==> config.mk <==
export PLATFORM = sky130hd
export DESIGN_NAME = cache_fill_fsm
export DESIGN_NICKNAME = d
export VERILOG_FILES = /design/src/rtl/cache_pkg.sv /design/src/rtl/fill_counter.sv /design/src/rtl/cache_fill_fsm.sv
export SDC_FILE = /design/constraint.sdc
export NUM_CORES = 1
export LEC_CHECK = 0
export CAP_MARGIN = 0
export CORE_MARGIN = 2
export CORE_UTILIZATION = 34
export CTS_BUF_LIST = sky130_fd_sc_hd__clkbuf_8
export DETAILED_ROUTE_END_ITERATION = 16
export GPL_TIMING_DRIVEN = 0
export PLACE_DENSITY = 0.88
export SLEW_MARGIN = 15
export SYNTH_ARGS = -nofsm -noshare
export SYNTH_HDL_FRONTEND = slang
export SYNTH_SLANG_ARGS = --single-unit
==> constraint.sdc <==
create_clock -name clk -period 1.57 [get_ports clk]
set_input_delay 0.314 -clock clk [delete_from_list [all_inputs] [get_ports clk]]
set_output_delay 0.314 -clock clk [all_outputs]
set_load 0.01 [all_outputs]
==> src/rtl/cache_pkg.sv <==
// rtl/cache_pkg.sv - shared types, constants and address helper for the cache fill engine
package cache_pkg;

    localparam int WORDS_PER_BLOCK = 8;
    localparam int BLOCK_OFFSET_W  = 4;
    localparam int ADDR_W          = 16;
    localparam int DATA_W          = 16;

    typedef enum logic {
        IDLE = 1'b0,
        FILL = 1'b1
    } fill_state_t;

    // Align a byte address down to the start of its cache block.
    function automatic logic [ADDR_W-1:0] block_base(input logic [ADDR_W-1:0] addr);
        return addr & {{(ADDR_W-BLOCK_OFFSET_W){1'b1}}, {BLOCK_OFFSET_W{1'b0}}};
    endfunction

endpackage

==> src/rtl/fill_counter.sv <==
// rtl/fill_counter.sv - up-counter with clear, enable and terminal-count flag
module fill_counter #(
    parameter int WIDTH    = 4,
    parameter int TERMINAL = 8
) (
    input  logic             clk,
    input  logic             rst,
    input  logic             clr,
    input  logic             en,
    output logic [WIDTH-1:0] cnt,
    output logic             at_terminal
);

    localparam logic [WIDTH-1:0] TERM_V = WIDTH'(TERMINAL);

    logic [WIDTH-1:0] cnt_q;
    logic [WIDTH-1:0] cnt_d;

    // Clear wins over enable so a new fill always starts from zero.
    always_comb begin
        cnt_d = cnt_q;
        if (clr) begin
            cnt_d = '0;
        end else if (en) begin
            cnt_d = cnt_q + 1'b1;
        end
    end

    // Count register.
    always_ff @(posedge clk or posedge rst) begin
        if (rst) begin
            cnt_q <= '0;
        end else begin
            cnt_q <= cnt_d;
        end
    end

    assign cnt         = cnt_q;
    assign at_terminal = (cnt_q == TERM_V);

endmodule

==> src/rtl/cache_fill_fsm.sv <==
// rtl/cache_fill_fsm.sv - cache miss block-fill engine driving memory reads and array writes
module cache_fill_fsm #(
    parameter int WORDS_PER_BLOCK = cache_pkg::WORDS_PER_BLOCK,
    parameter int ADDR_W          = cache_pkg::ADDR_W,
    parameter int DATA_W          = cache_pkg::DATA_W
) (
    input  logic                               clk,
    input  logic                               rst,
    input  logic                               miss_detected,
    input  logic [ADDR_W-1:0]                  miss_address,
    input  logic [DATA_W-1:0]                  memory_data,
    input  logic                               memory_data_valid,
    output logic                               fsm_busy,
    output logic                               mem_rd_en,
    output logic [ADDR_W-1:0]                  memory_address,
    output logic                               write_data_array,
    output logic                               write_tag_array,
    output logic [$clog2(WORDS_PER_BLOCK)-1:0] cache_word_idx,
    output logic [DATA_W-1:0]                  cache_data
);

    import cache_pkg::*;

    localparam int OFF_W = $clog2(WORDS_PER_BLOCK * 2);
    localparam int IDX_W = $clog2(WORDS_PER_BLOCK);
    localparam int CNT_W = IDX_W + 1;

    fill_state_t       state_q;
    fill_state_t       state_d;
    logic [ADDR_W-1:0] base_q;
    logic [ADDR_W-1:0] base_d;

    logic              start_fill;
    logic              issue_en;
    logic              rcv_en;
    logic [CNT_W-1:0]  issue_cnt;
    logic [CNT_W-1:0]  rcv_cnt;
    logic              issue_done;
    logic              rcv_last;
    logic [OFF_W-1:0]  issue_off;

    // A fill is armed on the edge after a miss is seen in IDLE.
    assign start_fill = (state_q == IDLE) && miss_detected;
    assign issue_en   = (state_q == FILL) && !issue_done;
    assign rcv_en     = (state_q == FILL) && memory_data_valid;

    // Byte offset of the word being requested; carries never leave the offset field.
    assign issue_off  = OFF_W'({issue_cnt, 1'b0});

    fill_counter #(
        .WIDTH    (CNT_W),
        .TERMINAL (WORDS_PER_BLOCK)
    ) u_issue_cnt (
        .clk         (clk),
        .rst         (rst),
        .clr         (start_fill),
        .en          (issue_en),
        .cnt         (issue_cnt),
        .at_terminal (issue_done)
    );

    fill_counter #(
        .WIDTH    (CNT_W),
        .TERMINAL (WORDS_PER_BLOCK - 1)
    ) u_rcv_cnt (
        .clk         (clk),
        .rst         (rst),
        .clr         (start_fill),
        .en          (rcv_en),
        .cnt         (rcv_cnt),
        .at_terminal (rcv_last)
    );

    // State and latched block base; reset abandons any fill in progress.
    always_ff @(posedge clk or posedge rst) begin
        if (rst) begin
            state_q <= IDLE;
            base_q  <= '0;
        end else begin
            state_q <= state_d;
            base_q  <= base_d;
        end
    end

    // Next state: leave IDLE on a miss, return once the last response lands.
    always_comb begin
        state_d = state_q;
        base_d  = base_q;
        case (state_q)
            IDLE: begin
                if (miss_detected) begin
                    state_d = FILL;
                    base_d  = block_base(miss_address);
                end
            end
            FILL: begin
                if (memory_data_valid && rcv_last) begin
                    state_d = IDLE;
                end
            end
            default: state_d = IDLE;
        endcase
    end

    // Outputs: busy is combinational on the miss in IDLE so the stall is immediate.
    always_comb begin
        fsm_busy         = 1'b0;
        mem_rd_en        = 1'b0;
        memory_address   = '0;
        write_data_array = 1'b0;
        write_tag_array  = 1'b0;
        cache_word_idx   = '0;
        cache_data       = '0;
        case (state_q)
            IDLE: begin
                fsm_busy = miss_detected;
            end
            FILL: begin
                fsm_busy = 1'b1;
                if (issue_en) begin
                    mem_rd_en      = 1'b1;
                    memory_address = base_q | {{(ADDR_W-OFF_W){1'b0}}, issue_off};
                end
                if (rcv_en) begin
                    write_data_array = 1'b1;
                    cache_word_idx   = IDX_W'(rcv_cnt);
                    cache_data       = memory_data;
                    write_tag_array  = rcv_last;
                end
            end
            default: begin
                fsm_busy = 1'b0;
            end
        endcase
    end

endmodule

* After elaboration in Yosys (flattened, before gate mapping) *
Index checks and enable logic that the tools add are counted.

word-level totals
  register bits after elaboration = 21
  bits of input ports = 36
  output and inout port bits = 39
  logic and storage cells = 38

cells by class
  $add $sub $neg = 2
  equal/unequal tests = 2
  muxes and demuxes = 20
  bitwise logic cells = 2
  reduce and logical (&&, ||, !) cells = 8

operators with widths
  kind                                                  number
  two-way mux 16 bit                                    4
  two-way mux 4 bit                                     4
  OR 16 x 4 -> 16 bit                                   1
  adder 4 x 1 -> 4 bit (second input constant)          2
  two-way mux 1 bit                                     8
  two-way mux 3 bit                                     2
  equality test 4 x 3 -> 1 bit (second input constant)  1
  equality test 4 bit (second input constant)           1
  logical AND 1 bit                                     4
  one-hot mux 1 bit (2 select lines)                    2
  nonzero test 2 bit                                    2
  AND reduction 2 bit                                   1
  zero test 1 bit                                       1
  NOT 1 bit                                             1

* Logic depth before layout (Yosys ltp) *
Gate-level depths: netlist of run 1.

  depth in word-level cells = 5
  mapped depth = 7

* Hierarchy *
From an unflattened synthesis of run 1, not the netlist that was laid out.

unflattened totals
  cells, all modules = 115
  area total of the unflattened synthesis = 1242.4 um^2

by module, submodules not included
  module                      instances  cells each  area each (um^2)  sequential area each (um^2)
  cache_fill_fsm              1          75          813.3             325.3
  fill_counter (u_issue_cnt)  1          21          225.2             100.1
  fill_counter (u_rcv_cnt)    1          19          203.9             100.1

* Worst setup path before layout of run 1 *
OpenSTA, ideal clock, no wires.

  path type = reg-to-output
  start = reg u_issue_cnt.cnt_q[0] (netlist: u_issue_cnt.cnt[0])
  end = out memory_address[10]
  data arrival time = 1259 ps
  data required time = 1256 ps
  slack = -3 ps
  stages on the path, launching flop included = 8
  buffers on the path = 2
  cell sequence = dfrtp_1 inv_1 ha_1 nand2_1 o21a_1 buf_6 buf_6 and2_1

between the ends
  cells in the longest elaborated chain, start to end = 5

RTL lines
  item                      line                   text
  start: declaration        fill_counter.sv:16     logic [WIDTH-1:0] cnt_q;
  start signal: assignment  fill_counter.sv:34     cnt_q <= cnt_d;
  equality test 4 bit       fill_counter.sv:39     assign at_terminal = (cnt_q == TERM_V);
  zero test 1 bit           cache_fill_fsm.sv:44   assign issue_en = (state_q == FILL) && !issue_done;
  logical AND 1 bit         cache_fill_fsm.sv:44
  two-way mux 16 bit        cache_fill_fsm.sv:120  if (issue_en) begin
  two-way mux 16 bit        cache_fill_fsm.sv:114  case (state_q)
  end: declaration          cache_fill_fsm.sv:15   output logic [ADDR_W-1:0] memory_address,

No other way between the ends.

* Worst setup path in the final report of run 1 *
  start = reg u_issue_cnt.cnt_q[1] (netlist: u_issue_cnt.cnt[1])
  end = out memory_address[8]

The elaborated chain is that of the path after synthesis.

==> results.sh, run 1 <==
export IMPL_dr_pass1_iters=4
export IMPL_drt_iter0_drc=24
export IMPL_io_pins=75
export IMPL_worstSetupPathType="reg2out"
export IMPL_place_congestion=0.7267
export IMPL_routed_via_count=1309
export IMPL_ant_nets=0
export IMPL_hold_path_endpoint="base_q[4]$_DFFE_PP0P_"
export IMPL_dpl_hpwl_um=2203
export IMPL_drt_total_wl_um=3902
export IMPL_fin_tns_setup_ns=-7.008
export IMPL_final_common_cell="nand2_1"
export IMPL_arrival_ns=1.71
export IMPL_viasPerCell=4.692
export IMPL_maxCapViolations=0
export IMPL_cellLeakagePower_nw=1.203
export IMPL_setup_ws_ns=-0.4568
export IMPL_fp_dieH_um=63.32
export IMPL_hold_viol=0
export IMPL_htree_levels=1
export IMPL_cp_end_kind="output pin"
export IMPL_layout_nets=273
export IMPL_peakVddDrop_mv=0.9240
export IMPL_finClkSkew_ns=0.001111
export IMPL_diodes=0
export IMPL_multi_input_area_sq_um=728.2
export IMPL_period_share_pct=129.1
export IMPL_clock_sinks=21
export IMPL_areaGrowthSynthToFinish_pct=99.37
export IMPL_insertion_delay_ns=0.26
export IMPL_status="finished, violations left"
export IMPL_p_total_mw=3.765
export IMPL_antenna_found_initial=0
export IMPL_cts_root_buf="clkbuf_8"
export IMPL_fp_row_count=21
export IMPL_dpl_worst_slack_ns=-0.8558
export IMPL_r2r_end="u_issue_cnt.cnt[1]$_DFFE_PP0P_"
export IMPL_rsz0062_at_grt="true"
export IMPL_reg2reg_from="u_issue_cnt.cnt[1]$_DFFE_PP0P_"
export IMPL_ys_seq_area_share_pct=43.93
export IMPL_yosys_warnings=0
export IMPL_p_per_area_nw_per_um2=1579
export IMPL_cts_tree="built"
export IMPL_drive_gt1_share_pct=45.92
export IMPL_holdBufCountCts=0
export IMPL_crit_path_max_fanout=7
export IMPL_gr_total_overflow=0
export IMPL_port_buffers=69
export IMPL_start_kind="flip-flop"
export IMPL_min_from="base_q[4]$_DFFE_PP0P_"
export IMPL_tightest_slew_ns=0.8106
export IMPL_layout_common_cells="nand2_1, buf_6, clkdlybuf4s50_1"
export IMPL_slew_viol_final=0
export IMPL_syn_area_sq_um=1196
export IMPL_clk_pin_slew_ns=0.08
export IMPL_clock_path_buffers=2
export IMPL_grt_pass1_vias=1242
export IMPL_numCtsBuffers=3
export IMPL_hold_depth=2
export IMPL_start_util_pct=35.57
export IMPL_fillers=255
export IMPL_seqCellArea_sq_um=525.5
export IMPL_fin_crit_ns=2.027
export IMPL_syn_inst=141
export IMPL_slew_headroom_pct=45.90
export IMPL_netlist_cell_type_count=25
export IMPL_grt_pass1_wl_um=5699
export IMPL_hp_class="reg2reg"
export IMPL_violations="setup timing"
export IMPL_rr_worst_depth=7
export IMPL_coreArea_sq_um=3363
export IMPL_grt_use_total_pct=17.78
export IMPL_routedWlPerCell_um=13.99
export IMPL_syn_avg_cell_area_sq_um=8.483
export IMPL_drc_errors=0
export IMPL_grt_max_degree=22
export IMPL_worstPathRequired_ns=1.26
export IMPL_fp_dieW_um=63.32
export IMPL_synth_ff_latch_count=21
export IMPL_synth_fp_nets=180
export IMPL_fmax_mhz=493.4
export IMPL_r2r_slack_ns=-0.01
export IMPL_setup_viol=36
export IMPL_dieArea_sq_um=4009
## stage by stage
| step | instances | hold WS, ns | utilization [%] | instance area (sq um) |
|---|---|---|---|---|
| after floorplan | 141 | 0.2905 | - | 1196 |
| after global placement | 256 | 0.4491 | 57.81 | 1944 |
| after detailed placement | 256 | 0.4539 | 57.81 | 1944 |
| after CTS | 271 | 0.4730 | 59.56 | 2003 |
| after global routing | 279 | 0.5052 | 70.91 | 2385 |
| final | 279 | 0.4777 | 70.91 | 2385 |
## state kept, by name, summed over array words and instances (netlist names)
| register | flops |
|---|---|
| base_q | 12 |
| u_issue_cnt.cnt | 4 |
| u_rcv_cnt.cnt | 4 |
| state_q | 1 |
## cell families (layout without fill, tap and decap cells)
family,count (synthesis),in the layout,synth area share (%)
compound gates,4,4,1.883
xor+xnor,2,2,1.465
fa+ha+maj,3,3,3.138
buf+inv,15,107,6.902
flops,21,21,43.93
mux,6,6,5.439
other cells,1,1,0.3135
simple gates,89,89,36.92
## area by class of cell
class / count / area share (%)
multi-input combinational: 105 / 30.54
sequential: 21 / 22.04
buffer: 10 / 4.669
tap: 46 / 2.413
clock buffer: 3 / 1.731
inverter: 4 / 0.6296
clock inverter: 1 / 0.1574
timing repair buffer: 89 / 37.83
## how the worst max path moves through the flow
stage / from / end / slack [ns] / depth (start not counted)
6_report: u_issue_cnt.cnt[1]$_DFFE_PP0P_ / memory_address[8] / -0.46 / 8
5_1_grt: u_issue_cnt.cnt[1]$_DFFE_PP0P_ / memory_address[2] / -0.50 / 8
4_1_cts: u_issue_cnt.cnt[1]$_DFFE_PP0P_ / mem_rd_en / -0.37 / 7
3_5_place_dp: memory_data_valid / cache_data[11] / -0.86 / 5
3_3_place_gp: memory_data_valid / cache_data[11] / -0.85 / 5
2_1_floorplan: u_issue_cnt.cnt[0]$_DFFE_PP0P_ / memory_address[10] / -0.003 / 7
## critical path: stages (launching register included)
cell	delay, ns
dfrtp_1	0.40
inv_2	0.09
ha_4	0.15
nand2_2	0.05
o21a_1	0.20
buf_6	0.14
clkbuf_16	0.15
and2_4	0.15
buf_6	0.11
## what timing repair did
| action | CTS | global route |
|---|---|---|
| setup buffers | 11 | 7 |
| cloned | 0 | 3 |
| gates resized for setup | 174 | 66 |
| endpoints found under the setup margin | 38 | 38 |
| endpoints found under the hold margin | 0 | 0 |
| pin swaps | 4 | 11 |
## per-layer routing
| layer | vias up | global-route usage [%] | routed length (um) |
|---|---|---|---|
| met3 | 10 | 5.000 | 167 |
| met2 | 31 | 32.71 | 2133 |
| met5 | - | 0 | 0 |
| met1 | 639 | 20.00 | 1516 |
| li1 | 629 | - | - |
| met4 | 0 | 4.891 | 84 |
## Yosys cell counts
master,number,area [sq um]
nor2b_2,1,8.760
ha_1,3,37.54
mux2i_1,5,50.05
o21ai_0,2,10.01
xor2_1,1,8.760
nand2b_1,2,12.51
nand3_1,4,20.02
dfrtp_1,21,525.5
and3b_1,1,8.760
conb_1,1,3.750
nand2_1,42,157.7
a21oi_1,1,5.000
o21a_1,1,7.510
inv_1,4,15.01
xnor2_1,1,8.760
clkbuf_2,1,5.000
clkbuf_1,4,15.01
and3_1,19,118.9
buf_6,2,22.52
mux2_4,1,15.01
nor2_1,4,15.01
buf_2,2,10.01
and2_0,1,6.260
and2_1,15,93.84
buf_4,2,15.01
## where the power goes
group	switching, mW	internal [mW]
combinational	0.936	1.48
sequential	0.196	0.796
clock	0.179	0.174
total	1.31	2.45
Power figures use the tool's default switching activity.
==> run 2: changes to the inputs <==
Settings changed: ABC_CLOCK_PERIOD_IN_PS set to 1570, SETUP_SLACK_MARGIN set to 0.3.
==> run 2 against run 1 <==
The run still ends with setup timing left. First-iteration DRC count increased to 4.2 times the previous value. Die area did not move. Maximum frequency grew 2.0%. Sequential cell count unchanged. Cell count grew 9.3%. Power grew 26%. Critical path depth stayed put. Non-clock buffer count grew 26. Critical path type unchanged. Largest cell class unchanged.
==> results.sh, run 2 (same netlist as run 1, synthesis figures left out) <==
export IMPL_status="finished, violations left"
export IMPL_violations="setup timing"
export IMPL_hold_viol=0
export IMPL_port_buffers=69
export IMPL_antenna_found_initial=0
export IMPL_drt_iter0_drc=100
export IMPL_routedWlPerCell_um=21.10
export IMPL_tightest_slew_ns=0.5037
export IMPL_drc_errors=0
export IMPL_clock_path_buffers=2
export IMPL_grt_use_met3_pct=3.036
export IMPL_period_share_pct=126.5
export IMPL_maxCapViolations=0
export IMPL_hp_class="in2async"
export IMPL_worstSetupPathType="reg2out"
export IMPL_cts_root_buf="clkbuf_8"
export IMPL_slew_viol_final=0
export IMPL_ant_nets=0
export IMPL_regMostFlops="base_q"
export IMPL_dr_pass1_iters=5
export IMPL_holdBufCountCts=0
export IMPL_clk_pin_slew_ns=0.09
export IMPL_gr_total_overflow=0
export IMPL_fp_dieW_um=63.32
export IMPL_viasPerCell=5.289
export IMPL_cp_end_kind="output pin"
export IMPL_rsz0062_at_grt="true"
export IMPL_start_kind="flip-flop"
export IMPL_fin_crit_ns=1.987
export IMPL_layout_common_cells="buf_6, clkdlybuf4s50_1, nand2_1"
export IMPL_cts_tree="built"
export IMPL_reg2reg_from="u_issue_cnt.cnt[1]$_DFFE_PP0P_"
export IMPL_areaGrowthSynthToFinish_pct=135.1
export IMPL_setup_viol=41
export IMPL_diodes=0
export IMPL_arrival_ns=1.67
export IMPL_drt_total_wl_um=6436
export IMPL_grt_pass1_wl_um=7141
export IMPL_place_congestion=0.7327
export IMPL_busiest_layer="met2"
export IMPL_setup_ws_ns=-0.4165
export IMPL_slew_headroom_pct=66.35
export IMPL_fp_dieH_um=63.32
export IMPL_grt_max_degree=22
export IMPL_htree_levels=1
export IMPL_layout_nets=299
export IMPL_r2r_end="u_issue_cnt.cnt[1]$_DFFE_PP0P_"
export IMPL_worstPathRequired_ns=1.26
export IMPL_rr_worst_depth=14
export IMPL_power_share_switching_pct=37.73
export IMPL_gr_usage_met2_pct=40.69
export IMPL_p_total_mw=4.743
export IMPL_start_util_pct=35.57
export IMPL_fmax_mhz=503.4
export IMPL_finClkSkew_ns=0.005901
export IMPL_numCtsBuffers=3
export IMPL_cellLeakagePower_nw=1.392
export IMPL_p_int_mw=2.954
export IMPL_peakVddDrop_mv=1.071
export IMPL_grt_use_total_pct=22.93
export IMPL_insertion_delay_ns=0.27
export IMPL_pwr_share_clk_pct=8.0
export IMPL_seqPwrFrac_pct=22.4
export IMPL_dpl_hpwl_um=2456
export IMPL_routed_via_count=1613
export IMPL_final_common_cell="buf_6"
export IMPL_clock_sinks=21
export IMPL_p_per_area_nw_per_um2=1686
export IMPL_comb_power_share_pct=69.6
export IMPL_p_switching_mw=1.790
export IMPL_io_pins=75
export IMPL_use_met1_pct=29.04
export IMPL_fp_row_count=21
export IMPL_dieArea_sq_um=4009
export IMPL_fin_tns_setup_ns=-9.987
export IMPL_coreArea_sq_um=3363
export IMPL_holdWs_ns=0.4339
export IMPL_drive_gt1_share_pct=61.39
export IMPL_r2r_slack_ns=-0.38
export IMPL_largest_reg_flops=12
export IMPL_grt_pass1_vias=1418
export IMPL_crit_path_max_fanout=7
## run 2: worst max-delay path by stage
stage,cells past startpoint,end,slack [ns],from
detailed placement,5,cache_data[7],-0.90,memory_data_valid
floorplan,7,memory_address[10],0.009,u_issue_cnt.cnt[0]$_DFFE_PP0P_
global route,8,memory_address[11],-0.46,u_issue_cnt.cnt[0]$_DFFE_PP0P_
CTS,8,memory_address[10],-0.39,u_issue_cnt.cnt[1]$_DFFE_PP0P_
global placement,5,cache_data[11],-0.85,memory_data_valid
finish,8,memory_address[11],-0.42,u_issue_cnt.cnt[1]$_DFFE_PP0P_
## run 2: through the flow
stage	instances	setup WS (ns)	cell area, sq um	util [%]
2_1_floorplan	141	0.009487	1219	-
3_3_place_gp	256	-0.8520	1967	58.48
3_5_place_dp	256	-0.8976	1967	58.48
4_1_cts	293	-0.3890	2425	72.10
5_1_grt	305	-0.4607	2813	83.63
6_report	305	-0.4165	2813	83.63
## run 2: layer usage
layer  routed length, um  part of all wire (%)
met5                   0                     0
met4                 283                   4.4
met3                 336                   5.2
met2                3451                    54
met1                2365                    37
## run 2: repair_timing
item,in CTS,in global routing
resized for setup,238,79
buffers inserted,28,11
pin swaps,20,14
endpoints found under the setup margin,50,56
cloned,5,1
## run 2: area by class of cell
cell class                 count  area, sq um
clock buffer                   3        41.29
buffer                        11        146.4
timing repair buffer         114         1202
tap                           46        57.56
clock inverter                 1        5.005
inverter                       4        18.77
multi-input combinational    105        814.5
sequential                    21        526.8
fill                         164        550.5
## run 2: power groups by stage
stage               clock [mW]  combinational (mW)  sequential [mW]
detailed placement           0                1.88            0.993
CTS                      0.370                2.58            0.972
global route             0.403                3.45             1.08
floorplan                    0                1.06            0.940
global placement             0                1.82            0.979
finish                   0.378                3.30             1.06
## run 2: critical path, cell delays in order (launching register included)
cell and delay, ns:
dfrtp_1 0.41, inv_2 0.10, ha_4 0.14, nand2_2 0.04, o21a_1 0.18, buf_6 0.14, buf_6 0.13, and2_4 0.14
buf_6 0.11
